<file path="src/rtl/cpu_pkg.sv">
// Shared definitions for the 19-bit, 8-register CPU pipeline.
//   DW/RW/OPW   : datapath, register-address and ALU-opcode widths
//   FWD_*       : forwarding mux select encodings
//   state_e     : ID/EX hazard FSM states
//   ex_pipe_t   : payload held in the ID/EX pipeline register
package cpu_pkg;

    localparam int unsigned DW  = 19;
    localparam int unsigned RW  = 3;
    localparam int unsigned OPW = 4;

    localparam logic [1:0] FWD_RF  = 2'b00;
    localparam logic [1:0] FWD_MEM = 2'b01;
    localparam logic [1:0] FWD_WB  = 2'b10;

    typedef enum logic {
        RUN     = 1'b0,
        LD_WAIT = 1'b1
    } state_e;

    typedef struct packed {
        logic           valid;
        logic [RW-1:0]  rd;
        logic           regwrite;
        logic           memread;
        logic           memwrite;
        logic [OPW-1:0] alu_op;
        logic [DW-1:0]  op_a;
        logic [DW-1:0]  op_b;
        logic [DW-1:0]  imm;
    } ex_pipe_t;

endpackage

</file>
<file path="src/rtl/fwd_mux.sv">
// Operand forwarding mux: picks regfile, MEM or WB data by select code.
//   sel      : 2-bit forwarding select (11 behaves as regfile)
//   rf_data  : regfile read data
//   mem_data : MEM-stage result
//   wb_data  : WB-stage result
//   data_c   : selected operand (combinational)
module fwd_mux
    import cpu_pkg::*;
(
    input  logic [1:0]    sel,
    input  logic [DW-1:0] rf_data,
    input  logic [DW-1:0] mem_data,
    input  logic [DW-1:0] wb_data,
    output logic [DW-1:0] data_c
);

    always_comb begin
        data_c = rf_data;
        case (sel)
            FWD_MEM: data_c = mem_data;
            FWD_WB:  data_c = wb_data;
            default: data_c = rf_data;
        endcase
    end

endmodule

</file>
<file path="src/rtl/id_ex_stage.sv">
// ID/EX pipeline register with load/ALU hazard FSM and stall counter.
//   Inputs : decoded ID instruction (id_*), regfile data, forwarding selects
//            and data, flush (taken branch kills ID).
//   Outputs: stall (combinational, holds PC and IF/ID), registered EX
//            instruction (ex_*), saturating stall_count.
module id_ex_stage
    import cpu_pkg::*;
#(
    parameter int unsigned CNTW = 16
) (
    input  logic            clk,
    input  logic            rst_n,
    input  logic            id_valid,
    input  logic [RW-1:0]   id_rs,
    input  logic [RW-1:0]   id_rt,
    input  logic            id_uses_rs,
    input  logic            id_uses_rt,
    input  logic [RW-1:0]   id_rd,
    input  logic            id_regwrite,
    input  logic            id_memread,
    input  logic            id_memwrite,
    input  logic [OPW-1:0]  id_alu_op,
    input  logic [DW-1:0]   id_imm,
    input  logic [DW-1:0]   rf_data1,
    input  logic [DW-1:0]   rf_data2,
    input  logic [1:0]      mux_in1,
    input  logic [1:0]      mux_in2,
    input  logic [DW-1:0]   mem_fwd_data,
    input  logic [DW-1:0]   wb_fwd_data,
    input  logic            flush,
    output logic            stall,
    output logic            ex_valid,
    output logic [RW-1:0]   ex_rd,
    output logic            ex_regwrite,
    output logic            ex_memread,
    output logic            ex_memwrite,
    output logic [OPW-1:0]  ex_alu_op,
    output logic [DW-1:0]   ex_op_a,
    output logic [DW-1:0]   ex_op_b,
    output logic [DW-1:0]   ex_imm,
    output logic [CNTW-1:0] stall_count
);

    state_e          state_q, state_d;
    ex_pipe_t        ex_q, ex_d;
    logic [CNTW-1:0] stall_count_q, stall_count_d;
    logic [DW-1:0]   op_a_c, op_b_c;
    logic            haz_c;
    logic            stall_c;

    fwd_mux u_fwd_a (
        .sel      (mux_in1),
        .rf_data  (rf_data1),
        .mem_data (mem_fwd_data),
        .wb_data  (wb_fwd_data),
        .data_c   (op_a_c)
    );

    fwd_mux u_fwd_b (
        .sel      (mux_in2),
        .rf_data  (rf_data2),
        .mem_data (mem_fwd_data),
        .wb_data  (wb_fwd_data),
        .data_c   (op_b_c)
    );

    // Producer in EX whose result is not yet forwardable to the ID reader.
    assign haz_c = id_valid & ex_q.valid & ex_q.regwrite &
                   ((id_uses_rs & (ex_q.rd == id_rs)) |
                    (id_uses_rt & (ex_q.rd == id_rt)));

    // Next state, EX payload and stall; bubble (all zero) is the default capture.
    always_comb begin
        state_d       = state_q;
        ex_d          = '0;
        stall_c       = 1'b0;
        stall_count_d = stall_count_q;

        if (flush) begin
            state_d = RUN;
        end else begin
            case (state_q)
                RUN: begin
                    if (haz_c) begin
                        stall_c = 1'b1;
                        // A load needs a second bubble until its data reaches WB.
                        state_d = ex_q.memread ? LD_WAIT : RUN;
                    end else begin
                        ex_d.valid    = id_valid;
                        ex_d.rd       = id_rd;
                        ex_d.regwrite = id_regwrite;
                        ex_d.memread  = id_memread;
                        ex_d.memwrite = id_memwrite;
                        ex_d.alu_op   = id_alu_op;
                        ex_d.op_a     = op_a_c;
                        ex_d.op_b     = op_b_c;
                        ex_d.imm      = id_imm;
                    end
                end
                LD_WAIT: begin
                    stall_c = 1'b1;
                    state_d = RUN;
                end
                default: begin
                    state_d = RUN;
                end
            endcase
        end

        if (stall_c && (stall_count_q != '1)) begin
            stall_count_d = stall_count_q + CNTW'(1);
        end
    end

    always_ff @(posedge clk or negedge rst_n) begin
        if (!rst_n) begin
            state_q       <= RUN;
            ex_q          <= '0;
            stall_count_q <= '0;
        end else begin
            state_q       <= state_d;
            ex_q          <= ex_d;
            stall_count_q <= stall_count_d;
        end
    end

    assign stall       = stall_c;
    assign ex_valid    = ex_q.valid;
    assign ex_rd       = ex_q.rd;
    assign ex_regwrite = ex_q.regwrite;
    assign ex_memread  = ex_q.memread;
    assign ex_memwrite = ex_q.memwrite;
    assign ex_alu_op   = ex_q.alu_op;
    assign ex_op_a     = ex_q.op_a;
    assign ex_op_b     = ex_q.op_b;
    assign ex_imm      = ex_q.imm;
    assign stall_count = stall_count_q;

endmodule

</file>
<file path="config.mk">
export PLATFORM = sky130hd
export DESIGN_NAME = id_ex_stage
export DESIGN_NICKNAME = d
export VERILOG_FILES = /design/src/rtl/cpu_pkg.sv /design/src/rtl/fwd_mux.sv /design/src/rtl/id_ex_stage.sv
export SDC_FILE = /design/constraint.sdc
export NUM_CORES = 1
export LEC_CHECK = 0
export ABC_AREA = 1
export CORE_ASPECT_RATIO = 0.8
export CORE_MARGIN = 1.5
export CORE_UTILIZATION = 40
export CTS_BUF_LIST = sky130_fd_sc_hd__clkbuf_4 sky130_fd_sc_hd__clkbuf_8
export DETAILED_ROUTE_END_ITERATION = 10
export PLACE_DENSITY = 0.79
export SLEW_MARGIN = 0
export SYNTH_ARGS = -nofsm -noshare
export SYNTH_HDL_FRONTEND = slang
export SYNTH_SLANG_ARGS = --single-unit
</file>
<file path="constraint.sdc">
create_clock -name clk -period 1.57 [get_ports clk]
set_clock_uncertainty 0.1 [all_clocks]
set_input_delay 0.314 -clock clk [delete_from_list [all_inputs] [get_ports clk]]
set_output_delay 0.314 -clock clk [all_outputs]
set_load 0.01 [all_outputs]
</file>
==> reports/qor.csv, run 1 <==
stage,metric,value,unit
setup_path,CP arrival,1.52,ns
logic_synthesis,count of cell types in the netlist,26,
route,DRT iter0 DRCs,233,
floorplanning,Initial Utilization,41.75,%
route,First-pass DRT Iterations,5,
placement,port buffer count,205,
timing,RSZ-0062 raised after global routing,yes,
logic_synthesis,Post-Synthesis Cell Area,4344,um^2
setup_path,RR Startpoint,ex_rd[2],
route,drt via density,4.857,
placement,HPWL Detailed,9.379,mm
hold_path,worst min-delay path category,in -> async,
floorplanning,DIE HEIGHT,96.21,um
global_route,initial antenna violation count,0,
route,Routed Antenna Nets,0,
timing,number of max-slew violations in the final report,0,
clock_network,clk sink count,85,
timing,f_max,517.8,MHz
global_route,first-pass GRT wire length,21.67,mm
clock_network,CTS tree,yes,
outcome,failing checks,setup timing,
floorplanning,row count,33,
setup_path,maximum fanout along the worst path,4,
clock_network,Worst-path clk slew,0.09,ns
setup_path,Setup crit start kind,flop,
clock_network,CTS Buffer Depth,2,
layout,"Core Util, Final",71.80,%
outcome,outcome,"finished, violations left",
logic_synthesis,"EDFF count, synth",0,
setup_path,flop2flop setup slack,-0.22,ns
route,final WL,13.37,mm
timing,max_slew headroom,69.32,%
route,wire per inst,14.68,um
logic_synthesis,register area share after synthesis,48.96,%
timing,final period utilization,123.0,%
clock_network,clock root buffer,clkbuf_8,
logic_synthesis,Mapped Avg Cell Area,8.535,um^2
setup_path,R2R depth,13,
setup_path,Worst Setup SP,ex_rd[1],
floorplanning,DIE AREA,11500,um^2
layout,share of cells above drive strength 1,16.34,%
flow_run,max-cap violations,0,
floorplanning,io pins,206,
logic_synthesis,Yosys warnings,0,
placement,placed inst area,6869,um^2
logic_synthesis,"Async S/R FF share, synth",100.0,%
timing,worst slew pin tran,0.4602,ns
global_route,grt total ovfl,0,
layout,diode count,0,
route,vias,4425,
timing,Setup Viol. Count Final,71,
layout,fin area,7471,um^2
timing,final hold vios,0,
power_and_ir_drop,Peak VDD IR,0.4708,mV
timing,Tmin final,1.931,ns
power_and_ir_drop,Pwr Density,714.4,nW/um^2
floorplanning,Die X,119.5,um
clock_network,CTS Buf Count,9,
power_and_ir_drop,P_leak,3.896,nW
floorplanning,core area,10410,um^2
clock_network,worst skew pair latency,0.36,ns
global_route,vias in the first global route,4492,
setup_path,Crit Path Class,reg -> out,
logic_synthesis,dominant synthesized flop cell,dfrtp_1,
layout,synthesis-to-finish area growth,71.98,%
setup_path,WP data required,1.16,ns
logic_synthesis,register bit total from synthesis,85,
setup_path,critical path capture point,stall,
clock_network,number of H-tree levels,3,
route,Remaining DRCs,0,
global_route,largest net degree at the start of global routing,79,
timing,post-route setup slack,-0.3612,ns
setup_path,worst reg2reg path endpoint,stall_count[3],
placement,Final Wtd Congestion,0.8920,
global_route,GRT Util Overall,24.24,%
logic_synthesis,Synth Instances,509,
logic_synthesis,Post-Syn Nets,635,
setup_path,nature of the critical path endpoint,output pin,
layout,# nets final,892,
logic make-up after synthesis:
logic type      share of synthesized area [%]
fa+ha+maj                               1.440
simple gates                            24.54
flops                                   48.96
mux                                     8.756
xor+xnor                               0.4033
buf+inv                                 10.20
compound gates                          5.703
synthesized netlist by cell type (4+ instances only):
cell	n	share of area, %
buf_2	9	1.0
buf_6	4	1.0
clkbuf_1	7	0.60
clkinv_1	5	0.43
dfrtp_1	85	49
ha_1	5	1.4
inv_1	72	6.2
mux2i_1	38	8.8
nand2_1	104	9.0
nand3_1	13	1.5
nand4_1	18	2.6
nor2_1	69	6.0
nor2_2	22	3.2
o22ai_1	38	5.5
worst max-delay path: stages (launching register included):
cell and delay (ns):
dfrtp_1 0.41, inv_2 0.06, nand2_2 0.05, nand2_2 0.06, nor2_2 0.12, nand2_1 0.07, nand2_2 0.08, nand2_4 0.05
a21oi_2 0.11, buf_2 0.14
what timing repair did:
item                                   4_1_cts  5_1_grt
pin swaps                                    6        5
setup endpoints to repair                  168       93
buffers inserted                            16        3
hold buffers                                 1        0
gates cloned                                 9        0
gates resized for setup                    130       13
endpoints found under the hold margin       85        0
area by class of cell:
cell class,count,area (um^2)
Clock inverter,5,82.58
Sequential cell,85,2127
Fill cell,795,2934
Multi-Input combinational cell,323,1819
Inverter,78,305.3
Timing Repair Buffer,269,2810
Tap cell,140,175.2
Clock buffer,11,151.4
worst min-delay path by stage:
stage / depth (start not counted) / endpoint / slack, ns
global route: 2 / stall_count[4] / 0.19
global placement: 1 / stall_count[5] / 0.04
floorplan: 0 / ex_alu_op[0] / -0.08
CTS: 2 / stall_count[6] / 0.19
finish: 2 / stall_count[6] / 0.20
detailed placement: 1 / stall_count[4] / 0.04
per-layer routing:
metal | up-vias | track usage (%) | routed length (um)
li1 | 2140 | - | -
met3 | 33 | 6.991 | 1058
met2 | 197 | 45.45 | 6897
met5 | - | 0 | 0
met4 | 0 | 8.829 | 337
met1 | 2055 | 26.39 | 5080
state kept, by name (all words and copies together), names as in the netlist:
name and count:
state_q 1, ex_rd 3, ex_memwrite 1, ex_op_b 19
ex_valid 1, ex_imm 19, ex_regwrite 1, ex_memread 1
stall_count 16, ex_alu_op 4, ex_op_a 19
per-stage QoR:
stage                     power, W  TNS, ns  hold slack [ns]  std cells  setup WS, ns
after floorplan           0.002851        0         -0.08159        509       0.01903
after global placement    0.003582   -32.13          0.03982        869       -0.7295
after detailed placement  0.003607   -40.47          0.04089        869       -0.8378
after CTS                 0.005380   -13.56           0.1903        910       -0.3870
after global routing      0.005593   -20.67           0.1860        911       -0.5030
final                     0.005337   -9.654           0.1998        911       -0.3612
power by group:
group	switching, W	total [W]	internal [W]	leakage (nW)
combinational	0.000535	0.00121	0.000680	2.66
sequential	0.0000340	0.00233	0.00230	1.13
clock	0.000805	0.00179	0.000982	0.108
cells in the final DEF, fill, tap and decap left out, types with 8 or more instances in the layout:
cell type / instances
dfrtp_1: 85
buf_12: 16
dlygate4sd2_1: 76
buf_6: 8
nor2_1: 67
clkbuf_8: 11
nand4_1: 18
nor2_2: 24
o22ai_1: 38
inv_1: 70
buf_4: 33
clkdlybuf4s50_1: 118
buf_16: 8
mux2i_1: 38
nand3_1: 11
nand2_1: 102
(Power assumes the default switching activity.)
==> inputs of run 2 (changes only) <==
- CORE_MARGIN: 1.5 -> 2
==> run 2 against run 1 <==
The run still ends with setup timing left. Global-route usage increased by 0.35 points. Register-to-register slack got worse by 0.10 ns. Critical path depth unchanged. Worst setup slack got worse by 0.055 ns. Routed wire length increased by 7.1%. Die area increased by 1.9%. Maximum frequency decreased by 2.8%. Power increased by 2.1%. Clock-buffer cell count decreased by 1. Sequential share of layout area decreased by 0.58 points. Highest routed layer unchanged.
==> reports/qor.csv, run 2 (synthesized netlist as in run 1, its figures left out) <==
stage,metric,value,unit,change
outcome,outcome,"finished, violations left",,
setup_path,critical path capture point,stall,,
global_route,first-pass GRT wire length,22.77,mm,+5.1%
layout,FILL cells,791,,-0.50%
timing,final hold vios,0,,unchanged
global_route,grt total ovfl,0,,unchanged
floorplanning,DIE HEIGHT,97.21,um,+1.0%
timing,RSZ-0062 raised after global routing,yes,,
floorplanning,io pins,206,,unchanged
timing,Setup Viol. Count Final,85,,+20%
setup_path,WP data required,1.16,ns,about the same
placement,port buffer count,205,,unchanged
power_and_ir_drop,Pwr Density,714.8,nW/um^2,about the same
route,vias,4506,,+1.8%
floorplanning,Die X,120.5,um,+0.84%
setup_path,Setup crit start kind,flop,,
global_route,vias in the first global route,4780,,+6.4%
global_route,initial antenna violation count,0,,unchanged
hold_path,worst min-delay path category,in -> reg,,
route,Routed Antenna Nets,0,,unchanged
timing,worst slew pin tran,0.4677,ns,+0.007478 ns
route,final WL,14.32,mm,+7.1%
route,drt via density,4.850,,-0.14%
setup_path,Crit path top cell by count,nand2_1,,
floorplanning,Initial Utilization,40.52,%,-1.2 points
power_and_ir_drop,Clk pwr share,34.6,%,+1.1 points
setup_path,nature of the critical path endpoint,output pin,,
setup_path,CP arrival,1.57,ns,+0.05 ns
power_and_ir_drop,P_leak,3.953,nW,+1.5%
clock_network,Worst-path clk slew,0.09,ns,about the same
timing,number of max-slew violations in the final report,0,,unchanged
timing,final period utilization,126.5,%,+3.5 points
placement,placed inst area,6994,um^2,+1.8%
layout,# nets final,906,,+1.6%
power_and_ir_drop,Comb pwr share,22.6,%,-0.2 points
setup_path,RR Startpoint,ex_rd[1],,
setup_path,crit-path max cell delay,0.42,ns,about the same
placement,HPWL Detailed,9.725,mm,+3.7%
layout,"commonest non-fill, non-tap cell in the layout",clkdlybuf4s50_1,,
timing,post-route setup slack,-0.4163,ns,-0.05510 ns
timing,Tmin final,1.986,ns,+0.05510 ns
route,First-pass DRT Iterations,4,,-1
layout,synthesis-to-finish area growth,75.55,%,
placement,Final Wtd Congestion,0.8624,,-3.3%
clock_network,CTS tree,yes,,
route,Remaining DRCs,0,,unchanged
setup_path,Crit Path Class,reg -> out,,
layout,diode count,0,,unchanged
timing,max_slew headroom,68.82,%,-0.50 points
flow_run,max-cap violations,0,,unchanged
power_and_ir_drop,Switching Share,25.54,%,-0.20 points
route,DRT iter0 DRCs,214,,-8.2%
setup_path,maximum fanout along the worst path,4,,unchanged
timing,f_max,503.5,MHz,-2.8%
layout,fin area,7626,um^2,+2.1%
floorplanning,DIE AREA,11720,um^2,+1.9%
outcome,failing checks,setup timing,,
setup_path,slowest CP cell,dfrtp_1,,
setup_path,"Cell Chain, Critical Path",inv_2 > nand2_1 > nand2_1 > nor2_1 > nand2_1 > nand2_2 > nand2_4 > a21oi_2 > buf_2,,
power_and_ir_drop,internal power contribution,0.004059,W,+2.4%
layout,most frequent cells in the layout,"119 x clkdlybuf4s50_1, 92 x nand2_1, 85 x dfrtp_1",,
clock_network,number of H-tree levels,3,,unchanged
clock_network,clock root buffer,clkbuf_8,,
setup_path,Worst Setup SP,ex_rd[1],,
power_and_ir_drop,Sequential Power Share,42.9,%,-0.8 points
global_route,GRT Util Overall,24.58,%,+0.35 points
power_and_ir_drop,Peak VDD IR,0.5503,mV,+17%
clock_network,CTS Buf Count,9,,unchanged
layout,share of cells above drive strength 1,22.80,%,+6.5 points
setup_path,flop2flop setup slack,-0.32,ns,-0.10 ns
timing,WHS,0.3728,ns,+0.1730 ns
route,wire per inst,15.41,um,+5.0%
setup_path,worst reg2reg path endpoint,stall_count[15],,
floorplanning,row count,34,,+3.0%
clock_network,worst skew pair latency,0.36,ns,about the same
floorplanning,core area,10720,um^2,+3.0%
clock_network,CTS Buffer Depth,2,,unchanged
power_and_ir_drop,P_sw,0.001392,W,+1.3%
setup_path,R2R depth,14,,+1
clock_network,clk sink count,85,,unchanged
global_route,largest net degree at the start of global routing,86,,+8.9%
[run 2: cell types whose count changed in the layout (fill, tap and decap cells not counted), sizes merged]
cell | before | now
clkinvlp | 3 | 1
buf | 68 | 84
clkdlybuf4s15 | 4 | 1
clkbuf | 13 | 19
clkdlybuf4s50 | 118 | 119
clkinv | 5 | 8
bufinv | 2 | 3
inv | 73 | 72
dlygate4sd2 | 76 | 69
[run 2: final cells by class]
type	instances	area (um^2)	share of cell area, %
clock buffer	10	131.4	1.723
clock inverter	6	111.4	1.460
inverter	78	305.3	4.003
multi-input combinational	323	1922	25.20
sequential	85	2127	27.89
tap	144	180.2	2.363
timing repair buffer	283	2849	37.36
[run 2: worst min path at each step]
stage | from | end | slack (ns) | depth (start not counted)
6_report | id_regwrite | ex_regwrite | 0.37 | 3
5_1_grt | id_imm[9] | ex_imm[9] | 0.36 | 3
4_1_cts | id_regwrite | ex_regwrite | 0.35 | 3
3_5_place_dp | rst_n | ex_imm[4] | 0.29 | 2
3_3_place_gp | rst_n | ex_imm[2] | 0.28 | 2
2_1_floorplan | rst_n | ex_alu_op[0] | -0.08 | 0
[run 2: layer usage]
metal  share of wire, %  up-vias  global-route usage (%)
met4                3.1        0                   10.29
met3                7.8       40                   7.453
li1                   -     2167                       -
met1                 38     2097                   28.15
met2                 51      202                   42.50
met5                  0        -                       0
[run 2: stage by stage]
stage	std cells	TNS, ns	worst slack [ns]	power, W	util (%)
3_5_place_dp	889	-36.18	-0.7773	0.003615	65.24
4_1_cts	931	-14.45	-0.3769	0.005488	71.55
5_1_grt	929	-27.74	-0.5273	0.005711	71.14
3_3_place_gp	889	-32.34	-0.7359	0.003588	65.24
2_1_floorplan	509	0	0.01903	0.002851	-
6_report	929	-19.56	-0.4163	0.005451	71.14
[run 2: what timing repair did]
action / in CTS / in global routing
gates cloned: 8 / 0
pin swaps: 10 / 13
setup buffers: 19 / 7
endpoints found under the setup margin: 166 / 97
hold endpoints to repair: 85 / 0
hold buffers: 1 / 0
resized for setup: 149 / 49
[run 2: power groups by stage]
stage	combinational (W)	sequential, W	clock [W]
after CTS	0.00124	0.00234	0.00192
after global placement	0.00121	0.00238	0
final	0.00123	0.00234	0.00188
after detailed placement	0.00123	0.00238	0
after floorplan	0.000405	0.00245	0
after global routing	0.00133	0.00235	0.00204
[run 2: critical path: cells and delay by family, from the launching register on]
kind                   cells  cell delay (ns)
flip-flops                 1             0.42
AO/OA/AOI/OAI              1             0.11
buffers and inverters      2             0.21
AND/OR/NAND/NOR            6             0.44
==> inputs of run 3 (changes only) <==
--- a/config.mk
+++ b/config.mk
@@ -14,2 +14,4 @@
 export PLACE_DENSITY = 0.79
+export REMOVE_ABC_BUFFERS = 1
+export SETUP_SLACK_MARGIN = 0.4
 export SLEW_MARGIN = 0
--- a/constraint.sdc
+++ b/constraint.sdc
@@ -4,2 +4,2 @@
 set_output_delay 0.314 -clock clk [all_outputs]
-set_load 0.01 [all_outputs]
+set_load 0.02 [all_outputs]
==> run 3 against run 2 <==
The run still ends with setup timing left. Die area unchanged. Power is 1.4% lower. First-iteration DRC count rose by 54%. Sequential share of layout area is 1.5 points lower. Register-to-register slack better by 0.06 ns. Final cell count rose by 0.75%. Cell area rose by 5.7%. Critical path depth up 1. Clock-buffer cell count is the same. Largest power group unchanged. Highest routed layer unchanged.
==> reports/qor.csv, run 3 (synthesized netlist as in run 1, its figures left out) <==
stage,metric,value,unit,change
outcome,outcome,"finished, violations left",,
outcome,failing checks,setup timing,,
setup_path,nature of the critical path endpoint,output pin,,
global_route,GRT Util Overall,26.55,%,+2.0 points
route,wire per inst,16.92,um,+9.8%
route,DRT iter0 DRCs,330,,+54%
timing,post-route setup slack,-0.3934,ns,+0.02286 ns
setup_path,flop2flop setup slack,-0.26,ns,+0.06 ns
hold_path,worst min-delay path category,in -> async,,
setup_path,Setup crit start kind,input port,,
layout,share of cells above drive strength 1,34.85,%,+12 points
global_route,first-pass GRT wire length,24.42,mm,+7.2%
power_and_ir_drop,Tot Pwr,0.005376,W,-1.4%
floorplanning,Die X,120.5,um,unchanged
route,met3 wire len,1.513,mm,+35%
layout,fin area,8058,um^2,+5.7%
timing,Setup Viol. Count Final,87,,+2.4%
clock_network,CTS Buffer Depth,2,,unchanged
power_and_ir_drop,Pwr Density,667.2,nW/um^2,-6.7%
layout,# nets final,913,,+0.77%
placement,Final Wtd Congestion,0.8631,,about the same
clock_network,number of H-tree levels,3,,unchanged
setup_path,crit-path max cell delay,0.47,ns,+0.05 ns
route,Routed Antenna Nets,0,,unchanged
timing,max_slew headroom,72.89,%,+4.1 points
flow_run,max-cap violations,0,,unchanged
route,First-pass DRT Iterations,5,,+1
timing,final hold vios,0,,unchanged
timing,number of max-slew violations in the final report,0,,unchanged
route,met1 WL,5.524,mm,+1.0%
layout,area of the multi-input gates,2011,um^2,+4.6%
timing,Tmin final,1.963,ns,-0.02286 ns
route,Remaining DRCs,0,,unchanged
power_and_ir_drop,P_leak,3.945,nW,-0.18%
placement,placed inst area,6904,um^2,-1.3%
power_and_ir_drop,Peak VDD IR,0.6916,mV,+26%
route,max layer used,met4,,
global_route,largest net degree at the start of global routing,32,,-63%
floorplanning,DIE HEIGHT,97.21,um,unchanged
floorplanning,row count,34,,unchanged
floorplanning,Initial Utilization,40.52,%,unchanged
setup_path,crit-path leading delay family,buffers and inverters,,
setup_path,RR Startpoint,ex_rd[0],,
setup_path,WP data required,1.16,ns,about the same
setup_path,Crit path top cell by count,nand2_1,,
layout,FILL cells,691,,-13%
global_route,vias in the first global route,4912,,+2.8%
clock_network,Worst-path clk slew,0.10,ns,about the same
layout,synthesis-to-finish area growth,85.48,%,
floorplanning,DIE AREA,11720,um^2,unchanged
setup_path,slowest CP cell,clkdlybuf4s50_1,,
timing,RSZ-0062 raised after global routing,yes,,
setup_path,worst reg2reg path endpoint,ex_imm[1],,
floorplanning,io pins,206,,unchanged
setup_path,Crit Path Class,in -> out,,
route,drt via density,5.061,,+4.3%
setup_path,"Cell Chain, Critical Path",clkdlybuf4s50_1 > inv_1 > nand2_1 > nand2_1 > nor2_1 > nand2_1 > nand2_2 > nand2_4 > a21oi_2 > buf_6,,
clock_network,CTS Buf Count,9,,unchanged
timing,worst slew pin tran,0.4066,ns,-0.06112 ns
setup_path,maximum fanout along the worst path,2,,-2
placement,port buffer count,205,,unchanged
layout,area taken by flip-flops and latches,2130,um^2,+0.12%
layout,diode count,0,,unchanged
route,final WL,15.84,mm,+11%
route,wire length on met2,8.356,mm,+15%
clock_network,clk sink count,85,,unchanged
clock_network,CTS tree,yes,,
layout,"commonest non-fill, non-tap cell in the layout",clkdlybuf4s50_1,,
route,vias,4737,,+5.1%
setup_path,R2R depth,13,,-1
setup_path,crit path buf inv count,3,,+1
global_route,initial antenna violation count,0,,unchanged
placement,HPWL Detailed,10.40,mm,+7.0%
global_route,grt total ovfl,0,,unchanged
setup_path,CP arrival,1.55,ns,-0.02 ns
timing,f_max,509.3,MHz,+1.2%
placement,post-place setup slack,-0.8529,ns,-0.07564 ns
clock_network,clock root buffer,clkbuf_8,,
timing,final period utilization,125.1,%,-1.5 points
clock_network,worst skew pair latency,0.37,ns,about the same
layout,most frequent cells in the layout,"117 x clkdlybuf4s50_1, 97 x nand2_1, 97 x buf_6",,
floorplanning,core area,10720,um^2,unchanged
-- run 3: per-stage QoR --
stage / utilization (%) / hold slack (ns) / setup TNS (ns) / instances
global route: 75.16 / 0.3389 / -22.23 / 936
floorplan: - / -0.08159 / -40.60 / 486
finish: 75.16 / 0.3099 / -17.16 / 936
detailed placement: 64.40 / 0.1650 / -35.21 / 882
global placement: 64.40 / 0.1602 / -31.29 / 882
CTS: 71.88 / 0.3142 / -4.495 / 925
-- run 3: area by class of cell --
class                      instances  area share (%)
tap                              144           2.236
clock buffer                      10           1.708
clock inverter                     6          0.5901
sequential                        85           26.43
multi-input combinational        323           24.95
inverter                          78           3.789
timing repair buffer             290           40.29
-- run 3: worst max-delay path by stage --
stage	from	endpoint	slack (ns)	cells past startpoint
after floorplan	state_q	ex_op_b[0]	-0.90	3
after global placement	id_rt[2]	stall	-0.82	10
after detailed placement	id_rt[2]	stall	-0.85	10
after CTS	ex_rd[1]	stall	-0.38	9
after global routing	ex_rd[2]	stall	-0.46	9
final	id_rt[0]	stall	-0.39	10
-- run 3: per-layer routing --
metal	global-route usage (%)	vias up
met5	0	-
met4	8.497	0
met3	9.272	42
met2	47.89	247
met1	29.00	2266
li1	-	2182
-- run 3: worst reg2reg max path, stage by stage (launching register included) --
cell	delay, ns
dfrtp_1	0.42
buf_6	0.14
nor2_4	0.10
nor2_1	0.05
nand2_1	0.07
nand2_2	0.07
nand2_4	0.06
buf_4	0.11
buf_12	0.12
buf_12	0.11
clkinv_8	0.06
buf_6	0.12
clkbuf_16	0.15
nor2_2	0.09
-- run 3: repair_timing --
item,4_1_cts,5_1_grt
setup endpoints to repair,170,170
gates resized for setup,541,69
endpoints found under the hold margin,26,0
cloned,8,2
pin swaps,6,13
hold buffers,1,0
setup buffers,18,9
-- run 3: report_power, final --
group	internal [W]	switching [W]	leakage [nW]
registers	0.00230	0.0000619	1.12
logic	0.000848	0.000693	2.73
clock network	0.000629	0.000842	0.0928
